$ cat src/rtl/ayatsuki_bus_arb_pkg.sv
// Shared widths, slave address map, FSM and slave-select encodings for the ayatsuki bus arbiter.
// Pure definitions: no logic, no latency, no backpressure.
package ayatsuki_bus_arb_pkg;

    localparam int DATA_W = 32;
    localparam int ADDR_W = 32;

    localparam logic [ADDR_W-1:0] TIM_START  = 32'h4000_0000;
    localparam logic [ADDR_W-1:0] TIM_END    = 32'h4000_00FF;
    localparam logic [ADDR_W-1:0] UART_START = 32'h4000_1000;
    localparam logic [ADDR_W-1:0] UART_END   = 32'h4000_10FF;

    typedef enum logic [1:0] {
        ST_IDLE  = 2'b00,
        ST_OWN0  = 2'b01,
        ST_OWN1  = 2'b10,
        ST_LOCK0 = 2'b11
    } arb_state_t;

    typedef enum logic [1:0] {
        SEL_MEM  = 2'd0,
        SEL_TIM  = 2'd1,
        SEL_UART = 2'd2
    } slave_sel_t;

    function automatic logic in_range(input logic [ADDR_W-1:0] addr,
                                      input logic [ADDR_W-1:0] lo,
                                      input logic [ADDR_W-1:0] hi);
        return (addr >= lo) && (addr <= hi);
    endfunction

endpackage

$ cat src/rtl/ayatsuki_bus_decode.sv
// Maps a bus address to a slave select (mem by default, tim/uart by inclusive range).
// Purely combinational, zero latency; no backpressure.
module ayatsuki_bus_decode
    import ayatsuki_bus_arb_pkg::*;
(
    input  logic [ADDR_W-1:0] i_addr,
    output slave_sel_t        o_sel
);

    always_comb begin
        o_sel = SEL_MEM;
        if (in_range(i_addr, TIM_START, TIM_END)) begin
            o_sel = SEL_TIM;
        end else if (in_range(i_addr, UART_START, UART_END)) begin
            o_sel = SEL_UART;
        end
    end

endmodule

$ cat src/rtl/ayatsuki_bus_arb.sv
// Two-master (core m0, DMA m1) bus arbiter with m1 anti-starvation and an m0 bus lock.
// Grant is same-cycle, read data returns one cycle after grant; a master stalls by holding req until gnt.
module ayatsuki_bus_arb
    import ayatsuki_bus_arb_pkg::*;
#(
    parameter int unsigned STARVE_MAX = 4
) (
    input  logic              clk,
    input  logic              rst_n,
    input  logic              m0_req,
    input  logic              m0_we,
    input  logic              m0_lock,
    input  logic [ADDR_W-1:0] m0_addr,
    input  logic [DATA_W-1:0] m0_wdata,
    input  logic              m1_req,
    input  logic              m1_we,
    input  logic [ADDR_W-1:0] m1_addr,
    input  logic [DATA_W-1:0] m1_wdata,
    output logic              m0_gnt,
    output logic              m1_gnt,
    output logic              m0_rvalid,
    output logic              m1_rvalid,
    output logic [DATA_W-1:0] rdata,
    output logic              bus_w_enable,
    output logic              bus_r_enable,
    output logic              bus_enable,
    output logic [ADDR_W-1:0] bus_w_addr,
    output logic [ADDR_W-1:0] bus_r_addr,
    output logic [DATA_W-1:0] bus_w_data,
    input  logic [DATA_W-1:0] mem_r_data,
    input  logic [DATA_W-1:0] tim_r_data,
    input  logic [DATA_W-1:0] uart_r_data
);

    localparam int CNT_W = $clog2(STARVE_MAX + 1);
    localparam logic [CNT_W-1:0] CNT_MAX = CNT_W'(STARVE_MAX);

    arb_state_t        r_state;
    arb_state_t        w_state_nxt;
    logic [CNT_W-1:0]  r_starve_cnt;
    logic [CNT_W-1:0]  w_starve_nxt;
    logic              r_rd_own0;
    logic              r_rd_own1;
    logic [ADDR_W-1:0] r_rd_addr;

    logic              w_starved;
    logic              w_m0_gnt;
    logic              w_m1_gnt;
    logic              w_gnt_any;
    logic              w_we;
    logic              w_rd_gnt;
    logic [ADDR_W-1:0] w_addr;
    logic [DATA_W-1:0] w_wdata;
    slave_sel_t        w_rd_sel;

    assign w_starved = (r_starve_cnt == CNT_MAX) && m1_req;

    always_comb begin
        w_m0_gnt     = 1'b0;
        w_m1_gnt     = 1'b0;
        w_state_nxt  = r_state;
        w_starve_nxt = r_starve_cnt;
        if (r_state == ST_LOCK0) begin
            // m1 is shut out entirely; the starvation count is deliberately not advanced here
            w_m0_gnt = m0_req;
            if (m0_req && !m0_lock) begin
                w_state_nxt = ST_OWN0;
            end
        end else begin
            if (m0_req && !w_starved) begin
                w_m0_gnt = 1'b1;
            end else if (m1_req) begin
                w_m1_gnt = 1'b1;
            end

            if (w_m0_gnt) begin
                w_state_nxt = m0_lock ? ST_LOCK0 : ST_OWN0;
            end else if (w_m1_gnt) begin
                w_state_nxt = ST_OWN1;
            end else begin
                w_state_nxt = ST_IDLE;
            end

            if (w_m1_gnt || !m1_req) begin
                w_starve_nxt = '0;
            end else if (w_m0_gnt && (r_starve_cnt != CNT_MAX)) begin
                w_starve_nxt = r_starve_cnt + 1'b1;
            end
        end
    end

    assign w_gnt_any = w_m0_gnt | w_m1_gnt;
    assign w_we      = w_m0_gnt ? m0_we    : m1_we;
    assign w_addr    = w_m0_gnt ? m0_addr  : m1_addr;
    assign w_wdata   = w_m0_gnt ? m0_wdata : m1_wdata;
    assign w_rd_gnt  = w_gnt_any & ~w_we;

    // Combinational strobes are gated by rst_n so the bus goes quiet the instant reset asserts
    assign m0_gnt       = w_m0_gnt & rst_n;
    assign m1_gnt       = w_m1_gnt & rst_n;
    assign bus_enable   = w_gnt_any & rst_n;
    assign bus_w_enable = bus_enable & w_we;
    assign bus_r_enable = bus_enable & ~w_we;
    assign bus_w_addr   = bus_w_enable ? w_addr  : '0;
    assign bus_w_data   = bus_w_enable ? w_wdata : '0;
    assign bus_r_addr   = bus_r_enable ? w_addr  : '0;

    always_ff @(posedge clk or negedge rst_n) begin
        if (!rst_n) begin
            r_state      <= ST_IDLE;
            r_starve_cnt <= '0;
            r_rd_own0    <= 1'b0;
            r_rd_own1    <= 1'b0;
            r_rd_addr    <= '0;
        end else begin
            r_state      <= w_state_nxt;
            r_starve_cnt <= w_starve_nxt;
            r_rd_own0    <= w_rd_gnt & w_m0_gnt;
            r_rd_own1    <= w_rd_gnt & w_m1_gnt;
            if (w_rd_gnt) begin
                r_rd_addr <= w_addr;
            end
        end
    end

    ayatsuki_bus_decode u_decode (
        .i_addr (r_rd_addr),
        .o_sel  (w_rd_sel)
    );

    assign m0_rvalid = r_rd_own0;
    assign m1_rvalid = r_rd_own1;

    always_comb begin
        rdata = '0;
        if (r_rd_own0 || r_rd_own1) begin
            case (w_rd_sel)
                SEL_TIM:  rdata = tim_r_data;
                SEL_UART: rdata = uart_r_data;
                default:  rdata = mem_r_data;
            endcase
        end
    end

endmodule

$ cat config.mk
export PLATFORM = sky130hd
export DESIGN_NAME = ayatsuki_bus_arb
export DESIGN_NICKNAME = d
export VERILOG_FILES = /design/src/rtl/ayatsuki_bus_arb_pkg.sv /design/src/rtl/ayatsuki_bus_decode.sv /design/src/rtl/ayatsuki_bus_arb.sv
export SDC_FILE = /design/constraint.sdc
export NUM_CORES = 1
export LEC_CHECK = 0
export ABC_AREA = 1
export CAP_MARGIN = 40
export CORE_AREA = 5 5 139 141
export CTS_CLUSTER_SIZE = 16
export DETAILED_ROUTE_END_ITERATION = 8
export DIE_AREA = 0 0 144 146
export HOLD_SLACK_MARGIN = 0.15
export PLACE_DENSITY_LB_ADDON = 0.3
export RECOVER_POWER = 100
export SETUP_SLACK_MARGIN = 0.4
export SYNTH_ARGS = -nofsm -noshare
export SYNTH_HDL_FRONTEND = slang
export SYNTH_HIERARCHICAL = 1
export SYNTH_SLANG_ARGS = --single-unit
$ cat constraint.sdc
create_clock -name clk -period 5.7 [get_ports clk]
set_input_delay 1.14 -clock clk [delete_from_list [all_inputs] [get_ports clk]]
set_output_delay 1.14 -clock clk [all_outputs]
set_load 0.02 [all_outputs]
=== Word-level counts from Yosys, hierarchy flattened ===
Index checks and enable logic that the tools add are counted.
W data, S select, Z words.

* Order comparisons: 4
* $add $sub $neg: 1
* Bitwise operators: 11
* Reduce and logical (&&, ||, !) cells: 13
* Eq/ne operators: 6
* Muxes and demuxes: 24

{| class="wikitable"
|+ Operators by type and width
! operator !! number
|-
| $mux W32 || 6
|-
| $ge A32 B31 Y1 const B || 2
|-
| $le A32 B31 Y1 const B || 2
|-
| $pmux W32 S2 || 1
|-
| $mux W2 || 7
|-
| $and A1 B1 Y1 || 8
|-
| $mux W1 || 8
|-
| $logic_and A1 B1 Y1 || 6
|-
| $mux W3 || 2
|-
| $eq A2 B2 Y1 const B || 2
|-
| $add A3 B1 Y3 const B || 1
|-
| $eq A3 B3 Y1 const B || 1
|-
| $logic_not A1 Y1 || 3
|-
| $ne A3 B3 Y1 const B || 1
|-
| $eq A2 B1 Y1 const B || 1
|-
| $logic_or A1 B1 Y1 || 2
|-
| $ne A2 B1 Y1 const B || 1
|-
| $not A1 Y1 || 2
|-
| $reduce_and A2 Y1 || 1
|-
| $reduce_bool A2 Y1 || 1
|-
| $or A1 B1 Y1 || 1
|}

* Flip-flop bits (word level): 39
* Input bits: 231
* Output and inout bits: 135

=== Logic depth before layout (Yosys ltp) ===
* Depth after elaboration: 11
* Gate-level depth with buffers: 15
* Depth with buffers taken out: 13

=== Cells and area by module ===
Netlist, hierarchy kept.

{| class="wikitable"
|+ Modules (own cells, without submodules)
! module !! cells each !! area an instance (um^2) !! times used !! sequential area each (um^2)
|-
| ayatsuki_bus_arb || 726 || 4,190.3 || 1 || 975.9
|-
| ayatsuki_bus_decode || 52 || 227.7 || 1 || 0.0
|}

=== Worst setup path after synthesis ===
Ideal clock, no wire load.

* Kind: in2out
* Start point: input m0_req
* End point: output bus_w_addr[30]
* Stages: 7
* Required time: 4.560 ns
* Arrival time: 2.458 ns
* Slack: 2.102 ns
* Cells stage by stage: buf_4 > a21oi_1 > nor2_1 > nand3_1 > buf_6 > buf_6 > nor2_1

* Cells in the longest elaborated chain, start to end: 8
* Elaborated cells on any way between the ends: 13
* Classes of those cells: mux (9); bitwise (3); reduce/logical (1)

{| class="wikitable"
|+ RTL lines
! item !! line !! source
|-
| from (decl) || ayatsuki_bus_arb.sv:10 || <nowiki>input logic m0_req,</nowiki>
|-
| $logic_and A1 B1 Y1 || ayatsuki_bus_arb.sv:70 || <nowiki>if (m0_req && !w_starved) begin</nowiki>
|-
| $mux W1 || ayatsuki_bus_arb.sv:70 ||
|-
| $mux W1 (2 in series) || ayatsuki_bus_arb.sv:63 || <nowiki>if (r_state == ST_LOCK0) begin</nowiki>
|-
| $or A1 B1 Y1 (*) || ayatsuki_bus_arb.sv:92 || <nowiki>assign w_gnt_any = w_m0_gnt | w_m1_gnt;</nowiki>
|-
| $and A1 B1 Y1 (*) || ayatsuki_bus_arb.sv:101 || <nowiki>assign bus_enable = w_gnt_any & rst_n;</nowiki>
|-
| named net bus_enable || ayatsuki_bus_arb.sv:26 || <nowiki>output logic bus_enable,</nowiki>
|-
| $and A1 B1 Y1 (*) || ayatsuki_bus_arb.sv:102 || <nowiki>assign bus_w_enable = bus_enable & w_we;</nowiki>
|-
| $mux W32 (*) || ayatsuki_bus_arb.sv:104 || <nowiki>assign bus_w_addr = bus_w_enable ? w_addr : '0;</nowiki>
|-
| to (decl) || ayatsuki_bus_arb.sv:27 || <nowiki>output logic [ADDR_W-1:0] bus_w_addr,</nowiki>
|}

Mark *: on every way through the listed nets, which the timed path passes. The rest lies on a longest branch. The select of a mux whose other input is x is not followed.

=== Final worst setup path ===
* Start point: input m1_req
* End point: output bus_w_addr[11]

* Cells in the longest elaborated chain, start to end: 10
* Elaborated cells on any way between the ends: 16
* Classes of those cells: mux (10); bitwise (3); reduce/logical (3)

{| class="wikitable"
|+ RTL lines
! item !! line !! source
|-
| from (decl) || ayatsuki_bus_arb.sv:15 || <nowiki>input logic m1_req,</nowiki>
|-
| $logic_and A1 B1 Y1 || ayatsuki_bus_arb.sv:56 || <nowiki>assign w_starved = (r_starve_cnt == CNT_MAX) && m1_req;</nowiki>
|-
| $logic_not A1 Y1 || ayatsuki_bus_arb.sv:70 ||
|-
| $logic_and A1 B1 Y1 || ayatsuki_bus_arb.sv:70 ||
|-
| $mux W1 || ayatsuki_bus_arb.sv:70 ||
|-
| $mux W1 (2 in series) || ayatsuki_bus_arb.sv:63 ||
|-
| $or A1 B1 Y1 || ayatsuki_bus_arb.sv:92 ||
|-
| $and A1 B1 Y1 || ayatsuki_bus_arb.sv:101 ||
|-
| $and A1 B1 Y1 || ayatsuki_bus_arb.sv:102 ||
|-
| $mux W32 (*) || ayatsuki_bus_arb.sv:104 ||
|}

Mark *: on every way between the ends. The rest lies on a longest branch, timed or not. The select of a mux whose other input is x is not followed.

==> metrics list <==
- Routability-driven placement finished with a final weighted congestion of 0.905.
- Violated checks: max-capacitance violations, max-slew violations
- The die covers 21000 µm².
- Final Total Pwr: 1.36 mW
- Maximum resistive drop on vdd: 0.117 mV
- CP top delay family: buffers and inverters
- Initial DRC count: 165
* Max-cap violations: 1
- Worst-case setup margin in the final layout: 0.520 ns
- After detailed placement, the total cell area comes to ~7800 µm².
- Compared with the post-synthesis result, the final layout area differs by 94.4%.
- Number of core rows: 49
- After the flow finishes, the layout carries non-filler instances totaling about 1300.
- Post-Synthesis Cell Area: 4120 µm²
- Min Clock Period, post-route: 5.18 ns
- Grt ovf: 0
- For hold timing, the worst endpoint is r_rd_addr[17].
- Largest net degree at the start of global routing: 65
* Placeable core region: between 15000 and 20000 µm²
- Of the available clock period, the critical path in the final layout requires 90.9%.
* Commonest cells after routing, fill and taps aside: clkdlybuf4s50_1, nand2_1, dlygate4sd3_1
- When the netlist entered floorplanning its net count stood at 981.
* Wire length per cell: 16.5 µm
- Measured in cells, the most critical reg-to-reg path has a length of 8.
* Final sum of negative setup slack: 0 ns
- Count of final setup violators: 0
* Number of global-route vias before repair: between 5000 and 6000
* Arrival time of data at the critical path endpoint: around 4.0 ns
- Status: finished with violations
* Clk sink count: 31
- The worst hold path passes through 2 cells.
- Count of hold buffers inserted by post-cts repair: 0
* Max Slew Vio Count: 32
- The number of clock buffers added by TritonCTS is 5.
- For this design the static power due to leakage is just over 4 nW.
- First-pass DRT Iterations: 4
- The H-tree was split into 2 levels.
- In this run the critical register-to-register path is captured at r_rd_addr[30].
- Derived from the worst setup path, the maximum achievable clock frequency is roughly 190 MHz.
- The die is 144 µm wide.
- The library cell used most frequently in the layout, excluding fill and tap cells, is clkdlybuf4s50_1.
- Synthesis produced a netlist whose cell count is approximately 750.
* Critical path cell sequence: dlygate4sd3_1 > inv_2 > nor2_4 > nand2_4 > nand3_4 > nand3_4 > clkbuf_2 > nor2_1 > dlygate4sd3_1
- In this run the worst path has a maximum fanout of 27.
- Counting the fill cells in the layout gives ~1900.
* Net count of the finished layout: 1308
- The number of antenna violations at the first check in global routing is 4.
- Cell at the root of the clock tree: clkbuf_16
- First-pass GRT wire length: 31900 µm
- Number of hold violations in the final report: 0
- After detailed routing, the number of remaining DRC violations is 0.
- Buffers added to address setup during post-CTS repair amount to 0.
- Source of the worst register-to-register timing path: r_starve_cnt[0]
- Delay contributed by the slowest stage of the critical path: 0.69 ns
- Summing all non-filler instances in the final layout gives an area of ~8000 µm².
- Later-pin clock latency in the skew report: roughly 0.28 ns
- The worst setup path is of the in2out kind.
- PostCTS Resize Cnt: 0
- Number of synthesis warnings: 6
* Total GRT Usage: 19.2%
* PwrDens: about 170 nW/µm²
- STA classifies the critical path startpoint as an input pin.
- Number of I/O pins: 366
- STA classifies the critical path endpoint as an output port.
- Setup slack on the worst reg-to-reg path comes out at 2.67 ns.
- The initial utilization of the core area, before any placement, comes to between 20% and 30%.
* DP HPWL: about 18000 µm
- The path class of the tightest hold or removal check is reg2reg.
- Number of cells in the design after placement: 1295
- Clock transition at the registers of the reported paths: 0.05 ns
- Setup repair after global routing missed its margin: false
- Worst Path Required: 4.56 ns
- In this run the most critical hold path is launched from r_rd_addr[17].
- Fraction of layout cells with a size suffix above 1: about 11%
- Avg Vias per Cell: about 4.4
- Total Wirelength: 21600 µm
- TritonCTS built the clock tree.
- Clock tree buffer depth: 2
- The routed layout has 5789 vias.
* Clock skew: 0.00487 ns
* Pre-CTS worst setup slack: approximately 0.7 ns
* CP max-delay cell: dlygate4sd3_1
- Max_slew headroom: -7.15%
- Counting both buffers and inverters, the worst setup path holds a total of 4.
* ANT nets after route: 0
- Least-Margin Pin Slew: 1.61 ns
* Die extent in y: 146 µm
* Mean instance size in the synthesized netlist: 5.52 µm²
- Buffers placed on the I/O ports in this run total 365.
-- area by class of cell --
| type | instances | area, µm² | share of cell area [%] |
|---|---|---|---|
| Clock buffer | 6 | 139 | 1.73 |
| Inverter | 92 | 345 | 4.31 |
| Clock inverter | 2 | 35.0 | 0.438 |
| Sequential cell | 31 | 776 | 9.69 |
| Antenna cell | 3 | 7.51 | 0.0938 |
| Tap cell | 229 | 287 | 3.58 |
| Timing Repair Buffer | 377 | 3760 | 47.0 |
| Multi-Input combinational cell | 566 | 2660 | 33.2 |
-- per-stage QoR --
step | hold WS (ns) | util [%]
detailed placement | 0.498 | 43.9
global placement | 0.493 | 43.8
floorplan | 0.476 | -
finish | 0.507 | 44.9
CTS | 0.513 | 44.9
global route | 0.533 | 44.9
-- sequential cells by signal, summed over array words and instances (netlist names) --
signal / flops
r_starve_cnt: 3
m1_rvalid: 1
r_state: 2
m0_rvalid: 1
r_rd_addr: 24
-- routing by layer --
| metal | share of wire (%) | wire length [µm] | track usage (%) |
|---|---|---|---|
| met1 | 36 | 7720 | 20.3 |
| met2 | 52 | 11100 | 35.2 |
| met3 | 10 | 2260 | 6.74 |
| met4 | 2.0 | 422 | 6.07 |
| met5 | 0.051 | 11 | 0 |
-- worst max path at each step --
stage,end,cells after the start,start,slack (ns)
final,bus_w_addr[11],9,m1_req,0.52
after global routing,bus_w_addr[19],9,m1_req,0.33
after CTS,bus_w_addr[18],9,m1_req,0.69
after detailed placement,bus_w_addr[18],9,m1_req,0.69
after global placement,bus_r_addr[1],11,m1_req,0.77
after floorplan,bus_w_addr[30],7,m0_req,2.10
-- worst register-to-register path, delay by kind of cell (launching register included) --
family	cells	cell delay (ns)
adders and majority gates	1	0.18
DFF	1	0.38
buffers and inverters	1	0.09
and+or+nand+nor	6	2.31
-- report_power, final --
group / total, mW / internal (mW) / switching, mW
Clock: 0.310 / 0.217 / 0.0927
Sequential: 0.276 / 0.255 / 0.0210
Combinational: 0.779 / 0.355 / 0.423
(Power assumes the default switching activity.)
